<file path="src/rtl/cycle_pkg.sv">
// Shared widths, state encoding and saturating period-code arithmetic
// for the nfork speed-profile sequencer.
package cycle_pkg;

    localparam int CODE_W = 8;
    localparam int HOLD_W = 16;
    localparam int WDOG_W = 24;

    typedef enum logic [1:0] {
        IDLE      = 2'd0,
        RAMP_UP   = 2'd1,
        HOLD      = 2'd2,
        RAMP_DOWN = 2'd3
    } fork_prof_state_t;

    // Faster direction: code falls by step, never below floor.
    function automatic logic [CODE_W-1:0] sat_dec(
        input logic [CODE_W-1:0] code,
        input logic [CODE_W-1:0] step,
        input logic [CODE_W-1:0] floor
    );
        logic [CODE_W:0] diff;
        diff = {1'b0, code} - {1'b0, step};
        if (diff[CODE_W] || (diff[CODE_W-1:0] < floor)) begin
            return floor;
        end
        return diff[CODE_W-1:0];
    endfunction

    // Slower direction: one extra bit so the sum cannot wrap past the ceiling.
    function automatic logic [CODE_W-1:0] sat_inc(
        input logic [CODE_W-1:0] code,
        input logic [CODE_W-1:0] step,
        input logic [CODE_W-1:0] ceil
    );
        logic [CODE_W:0] sum;
        sum = {1'b0, code} + {1'b0, step};
        if (sum > {1'b0, ceil}) begin
            return ceil;
        end
        return sum[CODE_W-1:0];
    endfunction

endpackage

</file>
<file path="src/rtl/fork_edge_watchdog.sv">
// Detects falling edges of the generator's nfork pulse and flags a stall when
// no edge has been seen for STALL_CYCLES cycles while armed.
module fork_edge_watchdog
    import cycle_pkg::*;
#(
    parameter logic [WDOG_W-1:0] STALL_CYCLES = 24'd1000000
) (
    input  logic clk,
    input  logic nReset,
    input  logic nfork_in,
    input  logic arm,
    input  logic clear,
    output logic fork_edge,
    output logic stall
);

    logic              nfork_prev_q;
    logic [WDOG_W-1:0] wdog_q;
    logic [WDOG_W-1:0] wdog_d;

    assign fork_edge = nfork_prev_q & ~nfork_in;

    always_comb begin
        wdog_d = wdog_q + {{(WDOG_W-1){1'b0}}, 1'b1};
        if (clear || !arm || fork_edge) begin
            wdog_d = '0;
        end
    end

    // Fires in the cycle the counter would reach the limit, so the owner reacts on that edge.
    assign stall = arm && (wdog_d == STALL_CYCLES);

    always_ff @(posedge clk or negedge nReset) begin
        if (!nReset) begin
            nfork_prev_q <= 1'b1;
            wdog_q       <= '0;
        end else begin
            nfork_prev_q <= nfork_in;
            wdog_q       <= wdog_d;
        end
    end

endmodule

</file>
<file path="src/rtl/fork_profile_sequencer.sv">
// Steps the nfork generator period code through ramp-up, hold and ramp-down,
// pacing each step on nfork falling edges, with abort and stall watchdog.
module fork_profile_sequencer
    import cycle_pkg::*;
#(
    parameter logic [CODE_W-1:0] MAX_CODE     = 8'd255,
    parameter logic [CODE_W-1:0] STEP         = 8'd8,
    parameter logic [WDOG_W-1:0] STALL_CYCLES = 24'd1000000
) (
    input  logic              core_CLK,
    input  logic              core_nReset,
    input  logic              start,
    input  logic              abort,
    input  logic [CODE_W-1:0] target,
    input  logic [CODE_W-1:0] step_pulses,
    input  logic [HOLD_W-1:0] hold_pulses,
    input  logic              nfork_in,
    output logic [CODE_W-1:0] speed_code,
    output logic              busy,
    output logic              done,
    output logic              stalled
);

    fork_prof_state_t  state_q;
    logic [CODE_W-1:0] code_q;
    logic [CODE_W-1:0] target_q;
    logic [CODE_W-1:0] step_q;
    logic [HOLD_W-1:0] hold_q;
    logic [HOLD_W-1:0] cnt_q;
    logic              busy_q;
    logic              done_q;
    logic              stalled_q;

    logic              fork_edge;
    logic              stall;
    logic              start_ok;
    logic              step_hit;
    logic              hold_hit;
    logic [HOLD_W-1:0] cnt_inc;
    logic [CODE_W-1:0] code_dn_d;
    logic [CODE_W-1:0] code_up_d;

    fork_edge_watchdog #(
        .STALL_CYCLES(STALL_CYCLES)
    ) u_wdog (
        .clk      (core_CLK),
        .nReset   (core_nReset),
        .nfork_in (nfork_in),
        .arm      (busy_q),
        .clear    (start_ok),
        .fork_edge(fork_edge),
        .stall    (stall)
    );

    assign start_ok  = (state_q == IDLE) && start && !abort && (target != '0);
    assign cnt_inc   = cnt_q + {{(HOLD_W-1){1'b0}}, 1'b1};
    assign step_hit  = fork_edge && (cnt_inc == {{(HOLD_W-CODE_W){1'b0}}, step_q});
    assign hold_hit  = fork_edge && (cnt_inc == hold_q);
    assign code_dn_d = sat_dec(code_q, STEP, target_q);
    assign code_up_d = sat_inc(code_q, STEP, MAX_CODE);

    always_ff @(posedge core_CLK or negedge core_nReset) begin
        if (!core_nReset) begin
            state_q   <= IDLE;
            code_q    <= '0;
            target_q  <= '0;
            step_q    <= '0;
            hold_q    <= '0;
            cnt_q     <= '0;
            busy_q    <= 1'b0;
            done_q    <= 1'b0;
            stalled_q <= 1'b0;
        end else begin
            done_q <= 1'b0;
            case (state_q)
                IDLE: begin
                    if (start_ok) begin
                        target_q  <= target;
                        step_q    <= (step_pulses == '0) ? 8'd1 : step_pulses;
                        hold_q    <= hold_pulses;
                        cnt_q     <= '0;
                        stalled_q <= 1'b0;
                        busy_q    <= 1'b1;
                        if (target >= MAX_CODE) begin
                            state_q <= HOLD;
                            code_q  <= target;
                        end else begin
                            state_q <= RAMP_UP;
                            code_q  <= MAX_CODE;
                        end
                    end
                end
                RAMP_UP: begin
                    if (code_q == target_q) begin
                        state_q <= HOLD;
                        cnt_q   <= '0;
                    end else if (step_hit) begin
                        cnt_q  <= '0;
                        code_q <= code_dn_d;
                    end else if (fork_edge) begin
                        cnt_q <= cnt_inc;
                    end
                end
                HOLD: begin
                    if ((hold_q == '0) || hold_hit) begin
                        state_q <= RAMP_DOWN;
                        cnt_q   <= '0;
                    end else if (fork_edge) begin
                        cnt_q <= cnt_inc;
                    end
                end
                RAMP_DOWN: begin
                    if (code_q == MAX_CODE) begin
                        state_q <= IDLE;
                        code_q  <= '0;
                        cnt_q   <= '0;
                        busy_q  <= 1'b0;
                        done_q  <= 1'b1;
                    end else if (step_hit) begin
                        cnt_q  <= '0;
                        code_q <= code_up_d;
                    end else if (fork_edge) begin
                        cnt_q <= cnt_inc;
                    end
                end
                default: begin
                    state_q <= IDLE;
                end
            endcase

            // Abort and stall override whatever the active state decided this cycle.
            if ((state_q != IDLE) && (abort || stall)) begin
                state_q <= IDLE;
                code_q  <= '0;
                cnt_q   <= '0;
                busy_q  <= 1'b0;
                done_q  <= 1'b0;
                if (stall) begin
                    stalled_q <= 1'b1;
                end
            end
        end
    end

    assign speed_code = code_q;
    assign busy       = busy_q;
    assign done       = done_q;
    assign stalled    = stalled_q;

endmodule
</file>
<file path="config.mk">
export PLATFORM = sky130hd
export DESIGN_NAME = fork_profile_sequencer
export DESIGN_NICKNAME = d
export VERILOG_FILES = /design/src/rtl/cycle_pkg.sv /design/src/rtl/fork_edge_watchdog.sv /design/src/rtl/fork_profile_sequencer.sv
export SDC_FILE = /design/constraint.sdc
export NUM_CORES = 1
export LEC_CHECK = 0
export ABC_AREA = 1
export BUFFER_PORTS_ARGS = -buffer_cell sky130_fd_sc_hd__buf_2
export CORE_MARGIN = 10
export CORE_UTILIZATION = 50
export DETAILED_ROUTE_END_ITERATION = 10
export PLACE_DENSITY = 0.8
export SYNTH_ARGS = -nofsm -noshare
export SYNTH_HDL_FRONTEND = slang
export SYNTH_SLANG_ARGS = --single-unit
</file>
<file path="constraint.sdc">
create_clock -name core_CLK -period 3.94 [get_ports core_CLK]
set_clock_uncertainty 0.05 [all_clocks]
set_input_delay 0.197 -clock core_CLK [delete_from_list [all_inputs] [get_ports core_CLK]]
set_output_delay 0.197 -clock core_CLK [all_outputs]
set_load 0.01 [all_outputs]
</file>
==> summary.txt <==
Logic synthesis
  – Main synth FF type: dfrtp_1
  – FF+latch count, synth: 86
  – Yosys cell types: 40
  – Avg Cell Area, Syn: 6.89 um^2
  – Mapped Cells: roughly 910
  – Seq/Total Area, Yosys: between 30% and 40%
  – Synth warnings: 0
  – Post-Syn Nets: 969
  – Mapped Area: roughly 6300 um^2
  – EDFF count, synth: 0
  – FFs w/ async S/R, synth: 100%

Global route
  – Antenna violations before repair: 0
  – GRT Total Usage: 17.8%
  – Remaining Overflow, GRT: 0
  – First-pass GRT wire length: 26.4 mm
  – Largest net degree at the start of global routing: 59
  – Vias in the first global route: around 5600

Die
  – Chip height: 132 um
  – Core area: about 12000 um^2
  – Ports: 48
  – FP Rows: 40
  – Die width: ~130 um
  – Initial Utilization: 51.8%
  – Die area: 17500 um^2

Clock network
  – Max clock buf depth: 2
  – Worst-Skew Late Latency: 0.35 ns
  – CTS buffer count: 9
  – Setup bufs post-CTS: 0
  – H-tree Lvls: 3
  – Post-CTS resize count: 0
  – CTS sink cnt: 86
  – Worst-path clk slew: 0.06 ns
  – Root buf cell: clkbuf_16
  – CTS tree: built

STA
  – Fin crit share: 78.2%
  – Slew margin rel.: 49.3%
  – Worst-margin pin slew: 0.758 ns
  – Final Max Tran Viols: 0
  – Setup violators final: 0
  – Fmax: roughly 320 MHz
  – Post-layout min period: 3.08 ns
  – Setup TNS: 0 ns
  – Final Hold Viols: 0
  – RSZ-0062 raised after global routing: false
  – Final worst setup slack: 0.859 ns

Setup path
  – CP arrival: about 3.3 ns
  – Worst Setup End Kind: flop
  – Max Fanout on Critical Path: 34
  – Startpoint types: flop
  – Reg2Reg Depth: 17
  – Critical path class: flop to flop
  – Critical Path RT: 4.12 ns

Detailed routing
  – Initial DRC count: a little under 600
  – Remaining DRCs: 0
  – Vias/cell: 5.19
  – Routed via count: 5840
  – Antenna violation net count after detailed routing: 0
  – WL/cell: 13.7 um
  – TritonRoute pass-1 iters: 6
  – Final wirelength: 15.5 mm

Place
  – Detail Placement HPWL: 11.9 mm
  – Post-Place Setup Slack: 0.934 ns
  – Port bufs: 47
  – Placed instance area: 6660 um^2
  – GPL Wtd Cong: 0.931

Finish
  – Design area: around 7000 um^2
  – Final core utilization: 57.3%
  – Synthesis-to-layout area growth: 10.7%
  – Fin nets: 1011
  – Share of layout cells above drive strength 1: about 15%
  – Ant. Diodes: 0

Run
  – Maxcap violations: 0

Power and ir drop
  – Pwr/cell area: a little under 600 nW/um^2
  – Pleak: between 3 and 4 nW
  – VDD IR max: 354 uV
  – Final Power: 4.05 mW

Min path
  – Worst hold path type: primary input to flop
  – Hold path cells: 3

Run status
  – Outcome: finished, final reports clean
-- cells in the mapped netlist (2+ instances only) --
cell / number / area (um^2)
nand2_4: 5 / 56.3
nand4_1: 19 / 119
nand3_2: 16 / 160
o211ai_1: 3 / 22.5
a21oi_1: 19 / 95.1
o21ai_2: 2 / 17.5
nor2_4: 9 / 101
nand2_2: 18 / 113
o21ai_1: 15 / 75.1
o21bai_1: 2 / 15.0
dfrtp_1: 85 / 2130
xor2_1: 10 / 87.6
nand3b_1: 2 / 15.0
buf_6: 3 / 33.8
nor2_2: 18 / 113
clkbuf_1: 15 / 56.3
o21ai_0: 58 / 290
nand2_1: 267 / 1000
nor4_1: 7 / 43.8
inv_1: 128 / 480
nor2_1: 70 / 263
ha_1: 18 / 225
xnor2_1: 8 / 70.1
inv_2: 8 / 30.0
buf_4: 2 / 15.0
nand3_1: 86 / 430
nor2_8: 4 / 80.1
nor3_1: 5 / 25.0
-- worst max-delay path, stage by stage (launching register included) --
cell and delay [ns]:
dfrtp_1 0.40, inv_1 0.11, ha_1 0.26, nand3_1 0.16
o21bai_4 0.37, nand2_4 0.19, nor2_2 0.22, nand2_1 0.07
nor2_1 0.10, nand2_1 0.07, nor2_1 0.09, nand2_1 0.06
nand2_1 0.05, nand2_1 0.26, nand2_1 0.22, nand3_1 0.12
nand2_1 0.11, nand2_1 0.05
-- placed cells by master (no fill, tap or decap), types with 15 or more instances in the layout --
master,netlist,final
nor2_2,18,18
inv_1,128,128
ha_1,18,18
nand3_1,86,86
a21oi_1,19,19
nand3_2,16,16
dfrtp_1,85,85
nand2_1,267,267
o21ai_1,15,15
buf_2,1,46
nand4_1,19,19
nand2_2,18,18
o21ai_0,58,58
nor2_1,70,70
-- cell type report --
class | instances | area, um^2
clock inverter | 2 | 60.1
tap | 168 | 210
timing repair buffer | 52 | 280
multi-input combinational | 671 | 3520
fill | 1150 | 5190
clock buffer | 11 | 233
sequential | 86 | 2150
inverter | 136 | 510
-- power breakdown --
part	switching (mW)	internal, mW
Clock	0.332	0.545
Sequential	0.239	1.11
Combinational	1.20	0.621
Total	1.77	2.28
-- routing by layer --
| metal | track usage (%) | vias to the layer above | wire (um) |
|---|---|---|---|
| li1 | - | 2998 | - |
| met1 | 23.5 | 2646 | 7300 |
| met2 | 28.4 | 169 | 7110 |
| met3 | 3.20 | 27 | 734 |
| met4 | 6.48 | 0 | 323 |
| met5 | 0 | - | 0 |
-- metrics by stage --
stage / hold WS, ns / cells
finish: 0.00687 / 1126
global route: 0.0130 / 1126
CTS: 0.000800 / 1126
detailed placement: 0.261 / 1111
global placement: 0.258 / 1111
floorplan: -0.149 / 914
-- worst paths after layout --
kind / from / end / slack, ns
hold reg to reg: target_q[3] / target_q[3] / 0.44
setup / recovery: state_q[0] / state_q[0] / 0.86
max in group asynchronous: core_nReset / u_wdog.nfork_prev_q / 2.52
min in group asynchronous: core_nReset / u_wdog.wdog_q[23] / 0.40
setup reg to reg: state_q[0] / state_q[0] / 0.86
hold / removal: hold_pulses[15] / hold_q[15] / 0.007
-- state kept, by name, summed over array words and instances, names as in the netlist --
| name | flops |
|---|---|
| u_wdog.nfork_prev_q | 1 |
| hold_q | 16 |
| u_wdog.wdog_q | 24 |
| cnt_q | 16 |
| speed_code | 8 |
| stalled | 1 |
| target_q | 8 |
| step_q | 8 |
| done | 1 |
| state_q | 2 |
| busy | 1 |
-- repair_timing --
action | CTS | global route
endpoints found under the hold margin | 58 | 0
hold buffers | 2 | 0
setup endpoints to repair | 0 | 0
-- logic make-up after synthesis --
| kind of cell | Yosys count | share of synthesized area, % |
|---|---|---|
| buffers and inverters | 157 | 9.86 |
| flip-flops | 86 | 34.2 |
| adder cells (fa/ha/maj) | 18 | 3.58 |
| AO/OA/AOI/OAI | 104 | 9.00 |
| AND/OR/NAND/NOR | 531 | 40.9 |
| XOR/XNOR | 18 | 2.50 |
(Power assumes the default switching activity.)
